`config.mk`:
```
export PLATFORM = sky130hd
export DESIGN_NAME = fetch_unit
export DESIGN_NICKNAME = d
export VERILOG_FILES = /design/src/rtl/cpu_defs_pkg.sv /design/src/rtl/fetch_unit_npc_calc.sv /design/src/rtl/fetch_unit.sv
export SDC_FILE = /design/constraint.sdc
export NUM_CORES = 1
export LEC_CHECK = 0
export CORE_ASPECT_RATIO = 1.75
export CORE_UTILIZATION = 50
export CTS_CLUSTER_DIAMETER = 200
export DETAILED_ROUTE_END_ITERATION = 7
export GPL_TIMING_DRIVEN = 0
export HOLD_SLACK_MARGIN = 0.15
export PLACE_DENSITY_LB_ADDON = 0.2
export SLEW_MARGIN = 20
export SYNTH_ARGS = -nofsm -noshare
export SYNTH_HDL_FRONTEND = slang
export SYNTH_SLANG_ARGS = --single-unit
```
`constraint.sdc`:
```
create_clock -name clk -period 3.9 [get_ports clk]
set_input_delay 0.585 -clock clk [delete_from_list [all_inputs] [get_ports clk]]
set_output_delay 0.585 -clock clk [all_outputs]
set_load 0.02 [all_outputs]
```
`src/rtl/cpu_defs_pkg.sv`:
```
// Shared definitions for the P5 pipeline front end.
// The decoder uses the same next-PC select encodings.
package cpu_defs;

    localparam logic [2:0] NPC_SEQ = 3'b000;
    localparam logic [2:0] NPC_BR  = 3'b001;
    localparam logic [2:0] NPC_J   = 3'b010;
    localparam logic [2:0] NPC_JR  = 3'b100;

    localparam logic [31:0] PC_RESET  = 32'h0000_3000;
    localparam logic [31:0] NOP_INSTR = 32'h0000_0000;

    typedef enum logic {
        RUN  = 1'b0,
        PEND = 1'b1
    } fetch_state_t;

endpackage

```
`src/rtl/fetch_unit_npc_calc.sv`:
```
// Next-PC target computation from the instruction held in D.
// Purely combinational; the caller gates the request with D_valid and stall.
module npc_calc
    import cpu_defs::*;
(
    input  logic [31:0] d_pc,
    input  logic [2:0]  sel,
    input  logic        br_taken,
    input  logic [15:0] imm16,
    input  logic [25:0] imm26,
    input  logic [31:0] rs_fwd,
    output logic [31:0] tgt,
    output logic        redir_req
);

    logic [31:0] br_off;
    logic [31:0] pc_plus4;

    assign br_off   = {{14{imm16[15]}}, imm16, 2'b00};
    assign pc_plus4 = d_pc + 32'd4;

    // Unknown select codes fall through to sequential fetch.
    always_comb begin
        tgt       = '0;
        redir_req = 1'b0;
        unique case (1'b1)
            (sel == NPC_BR): begin
                tgt       = pc_plus4 + br_off;
                redir_req = br_taken;
            end
            (sel == NPC_J): begin
                tgt       = {d_pc[31:28], imm26, 2'b00};
                redir_req = 1'b1;
            end
            (sel == NPC_JR): begin
                tgt       = rs_fwd;
                redir_req = 1'b1;
            end
            default: begin
                tgt       = '0;
                redir_req = 1'b0;
            end
        endcase
    end

endmodule

```
`src/rtl/fetch_unit.sv`:
```
// F stage: PC register, imem request, F/D pipeline register.
// A redirect seen while imem is busy is parked in pend_tgt.
module fetch_unit
    import cpu_defs::*;
(
    input  logic        clk,
    input  logic        reset,
    output logic [31:0] imem_addr,
    output logic        imem_req,
    input  logic        imem_ready,
    input  logic [31:0] imem_rdata,
    input  logic        D_stall,
    input  logic        D_flush,
    input  logic [2:0]  D_npc_sel,
    input  logic        D_br_taken,
    input  logic [15:0] D_imm16,
    input  logic [25:0] D_imm26,
    input  logic [31:0] D_rs_fwd,
    output logic [31:0] D_pc,
    output logic [31:0] D_instr,
    output logic        D_valid
);

    logic [31:0]  f_pc;
    logic [31:0]  pend_tgt;
    fetch_state_t state;
    logic [31:0]  tgt;
    logic         redir_req;
    logic         redir;

    npc_calc u_npc (
        .d_pc      (D_pc),
        .sel       (D_npc_sel),
        .br_taken  (D_br_taken),
        .imm16     (D_imm16),
        .imm26     (D_imm26),
        .rs_fwd    (D_rs_fwd),
        .tgt       (tgt),
        .redir_req (redir_req)
    );

    assign redir     = D_valid & redir_req & ~D_stall;
    assign imem_addr = f_pc;
    assign imem_req  = ~reset;

    always_ff @(posedge clk) begin
        if (reset) begin
            f_pc     <= PC_RESET;
            pend_tgt <= '0;
            state    <= RUN;
            D_pc     <= '0;
            D_instr  <= NOP_INSTR;
            D_valid  <= 1'b0;
        end else if (!D_stall) begin
            if (imem_ready) begin
                if (D_flush) begin
                    D_instr <= NOP_INSTR;
                    D_valid <= 1'b0;
                end else begin
                    D_pc    <= f_pc;
                    D_instr <= imem_rdata;
                    D_valid <= 1'b1;
                end
                if (state == PEND)
                    f_pc <= pend_tgt;
                else if (redir)
                    f_pc <= tgt;
                else
                    f_pc <= f_pc + 32'd4;
                state <= RUN;
            end else begin
                D_instr <= NOP_INSTR;
                D_valid <= 1'b0;
                // D only holds bubbles in PEND, so only RUN can latch.
                if (redir && state == RUN) begin
                    pend_tgt <= tgt;
                    state    <= PEND;
                end
            end
        end
    end

endmodule

```
==> out/summary.txt <==
Worst Hold Launch -> pend_tgt[16]
Max Clk Rate -> 268.9 MHz
nets@finish -> 1426
gpl congestion -> 0.9482
CP startpoint kind -> input pin
final setup vio count -> 0
slew margin rel. -> 39.00%
via/cell ratio -> 6.366
Tot GR Track Use -> 38.05%
CTS Hold Bufs -> 0
CTS Buf Count -> 17
Routed Antenna Nets -> 0
hpwl dp -> 23230 um
Switch Pwr -> 1.092 mW
pre-CTS WS -> -0.6640 ns
Synth area leader -> dfxtp_1
root buf cell -> clkbuf_16
core area -> 15540 um2
critical path fanouts, max -> 6
share of the synthesized area in the top cell type -> 32.42%
number of failing hold endpoints at the final stage -> 0
top_reg_cell synth -> dfxtp_1
drc violations -> 16
clock share of power -> 45.9%
fin worst setup slack -> 0.1818 ns
Slew Limit Fails -> 0
global-route wire length before repair -> 47980 um
drt pass-1 iters -> 8
worst hold endpoint -> pend_tgt[16]
clock-pin slew on the worst setup and hold paths -> 0.07 ns
Ports -> 213
internal power -> 2.606 mW
fin crit share -> 95.34%
# rows -> 60
post-synthesis async set-or-reset flop share -> 0%
WHS Path Cells -> 2
Setup CP Type -> input pin to flip-flop
Area Growth Syn to Fin -> 36.74%
utilization after layout -> 70.64%
number of synthesized flops with an enable pin -> 0
CTS sink count -> 130
PD cells -> 336.9 nW/um2
CTS tree -> yes
total of max-cap violations -> 0
Flop pwr share -> 38.0%
vias in the first global route -> 9042
fraction of layout cells with a size suffix above 1 -> 4.506%
Mapped Avg Cell Area -> 7.855 um2
Leak -> 4.128 nW
routed wire length -> 31510 um
number of port buffers -> 210
status -> complete, but fails checks
clock latency on the worst-skew pair -> 0.43 ns
# diodes -> 0
Syn Nets -> 1196
Die X -> 97.79 um
worst reg2reg path depth -> 15
Iteration-0 DRC Markers -> 793
Die ar. -> 16590 um2
main area contributors after synthesis -> dfxtp_1, ha_1, nand2_1
sequential share of the synthesized area -> 32.42%
synth unique cells -> 73
RSZ-0062 raised after global routing -> false
Mapped Cells -> 1022
RR Endpoint -> pend_tgt[21]
min Tclk post-route -> 3.718 ns
wire per inst -> 21.71 um
cell area after synthesis -> 8028 um2
worst vdd ir -> 0.3073 mV
register-to-register setup slack -> 0.41 ns
combinational share of power -> 16.1%
failing checks -> DRC
setup TNS -> 0 ns
initial antenna violation count -> 0
min-delay worst type -> flip-flop to flip-flop
H-tree levels -> 4
Worst EP required -> 4.26 ns
arrival time at the worst endpoint -> 4.08 ns
reg2reg start -> D_pc[2]
via count -> 9237
flops & latches, synth -> 130
Initial Util -> 51.66%
largest net degree at the start of global routing -> 17
Die H -> 169.6 um
clock skew -> 0.009371 ns
grt total ovfl -> 0
Synthesis Warnings -> 0
switching share of total power -> 29.53%
Worst-Margin Slew -> 0.9116 ns
CP Capture Type -> flip-flop
deepest clock path buffer count -> 2
## power groups by stage
stage / Combinational [mW] / Clock (mW) / Sequential, mW
after floorplan: 0.262 / 0 / 1.46
after global placement: 0.574 / 0 / 1.43
after detailed placement: 0.579 / 0 / 1.43
after CTS: 0.582 / 1.69 / 1.40
after global routing: 0.634 / 1.75 / 1.41
final: 0.594 / 1.70 / 1.41
## Yosys cell counts, types with 3 or more instances
master     count
and3_1         9
o21bai_1       3
o21a_1         8
dfxtp_1      130
nand3_1       17
nor2_1       103
a21o_1        10
a211oi_1      34
a32oi_1        4
nor3_1        14
a21oi_1       90
nand2b_1       7
mux2i_1        4
nor3b_1        3
and4_1         4
o211a_1        3
xnor2_1       26
nand2_1      132
o31ai_1        5
ha_1          58
o211ai_1      12
a2bb2oi_1      5
a222oi_1       6
a31oi_1       18
a211oi_2       3
a221oi_1       7
or3_1          9
o21ai_0       70
inv_1         19
a21boi_0       4
nor2b_1        5
a22oi_1       53
clkbuf_1      70
nand4_1       10
a41o_1         3
xor2_1        15
## registers in the layout, indices dropped and copies added (netlist names)
register / cells
D_pc: 32
D_instr: 32
state: 1
imem_addr: 32
D_valid: 1
pend_tgt: 32
## how the worst max path moves through the flow
stage	depth (start not counted)	slack, ns	startpoint	endpoint
after floorplan	10	0.84	D_imm16[13]	imem_addr[28]
after global placement	12	-0.65	D_imm16[15]	imem_addr[31]
after detailed placement	12	-0.66	D_imm16[15]	imem_addr[31]
after CTS	12	0.05	D_imm16[15]	imem_addr[31]
after global routing	15	0.01	D_imm16[0]	imem_addr[31]
final	11	0.18	D_imm16[7]	pend_tgt[18]
## final cells by class
cell class	count	area [um2]
sequential	130	2603
timing repair buffer	211	2105
tap	186	232.7
clock inverter	15	186.4
multi-input combinational	800	5077
fill	1301	4563
inverter	19	71.32
clock buffer	17	425.4
buffer	73	276.5
## worst max-delay path, stage by stage
cell             delay [ns]
clkdlybuf4s50_1        0.41
ha_1                   0.29
ha_1                   0.37
a2111oi_2              0.38
o21ai_1                0.22
nand3_1                0.20
a211oi_1               0.15
or4_1                  0.54
a31oi_1                0.70
a21oi_1                0.09
nor2_1                 0.13
## layout by cell type (no fill, tap or decap), types with 6 or more instances in the layout
cell	Yosys	final
inv_8	0	6
xnor2_1	26	26
a21oi_1	90	90
a22oi_1	53	53
a222oi_1	6	6
clkbuf_1	70	70
and3_1	9	9
a31oi_1	18	18
inv_1	19	19
nand4_1	10	10
nand3_1	17	17
clkbuf_16	0	17
o21a_1	8	8
nand2_1	132	132
nor3_1	14	14
dfxtp_1	130	130
nor2_1	103	103
a221oi_1	7	7
o21ai_0	70	70
ha_1	58	58
xor2_1	15	15
or3_1	9	9
nand2b_1	7	7
clkdlybuf4s50_1	0	209
a211oi_1	34	34
o211ai_1	12	12
a21o_1	10	10
## layer usage
| metal | vias to the layer above | wire length [um] | global-route usage [%] |
|---|---|---|---|
| met1 | 4250 | 10440 | 38.26 |
| met3 | 197 | 2792 | 9.926 |
| met5 | - | 0 | 0 |
| li1 | 4228 | - | - |
| met2 | 562 | 15290 | 64.85 |
| met4 | 0 | 2990 | 33.40 |
## through the flow
| stage | power [mW] | hold slack (ns) | cells | cell area, um2 |
|---|---|---|---|---|
| after floorplan | 1.717 | 0.4361 | 1022 | 8028 |
| after global routing | 3.798 | 0.4829 | 1451 | 10980 |
| after detailed placement | 2.012 | 0.4549 | 1418 | 10360 |
| after global placement | 2.006 | 0.4490 | 1418 | 10360 |
| after CTS | 3.677 | 0.4645 | 1450 | 10970 |
| final | 3.699 | 0.4687 | 1451 | 10980 |
## kinds of logic after synthesis
group                    Yosys count  synth area share, %
multiplexers                       5               0.6390
AO/OA/AOI/OAI                    366                30.49
adder cells (fa/ha/maj)           59                9.289
buffers and inverters             92                4.333
XOR/XNOR                          41                4.473
AND/OR/NAND/NOR                  329                18.36
flip-flops                       130                32.42
## repair_timing
item,CTS,global route
endpoints found under the setup margin,5,5
buffers inserted,0,1
gates resized for setup,1,2
pin swaps,0,1
Note: power is estimated with default switching activity, not from simulation.
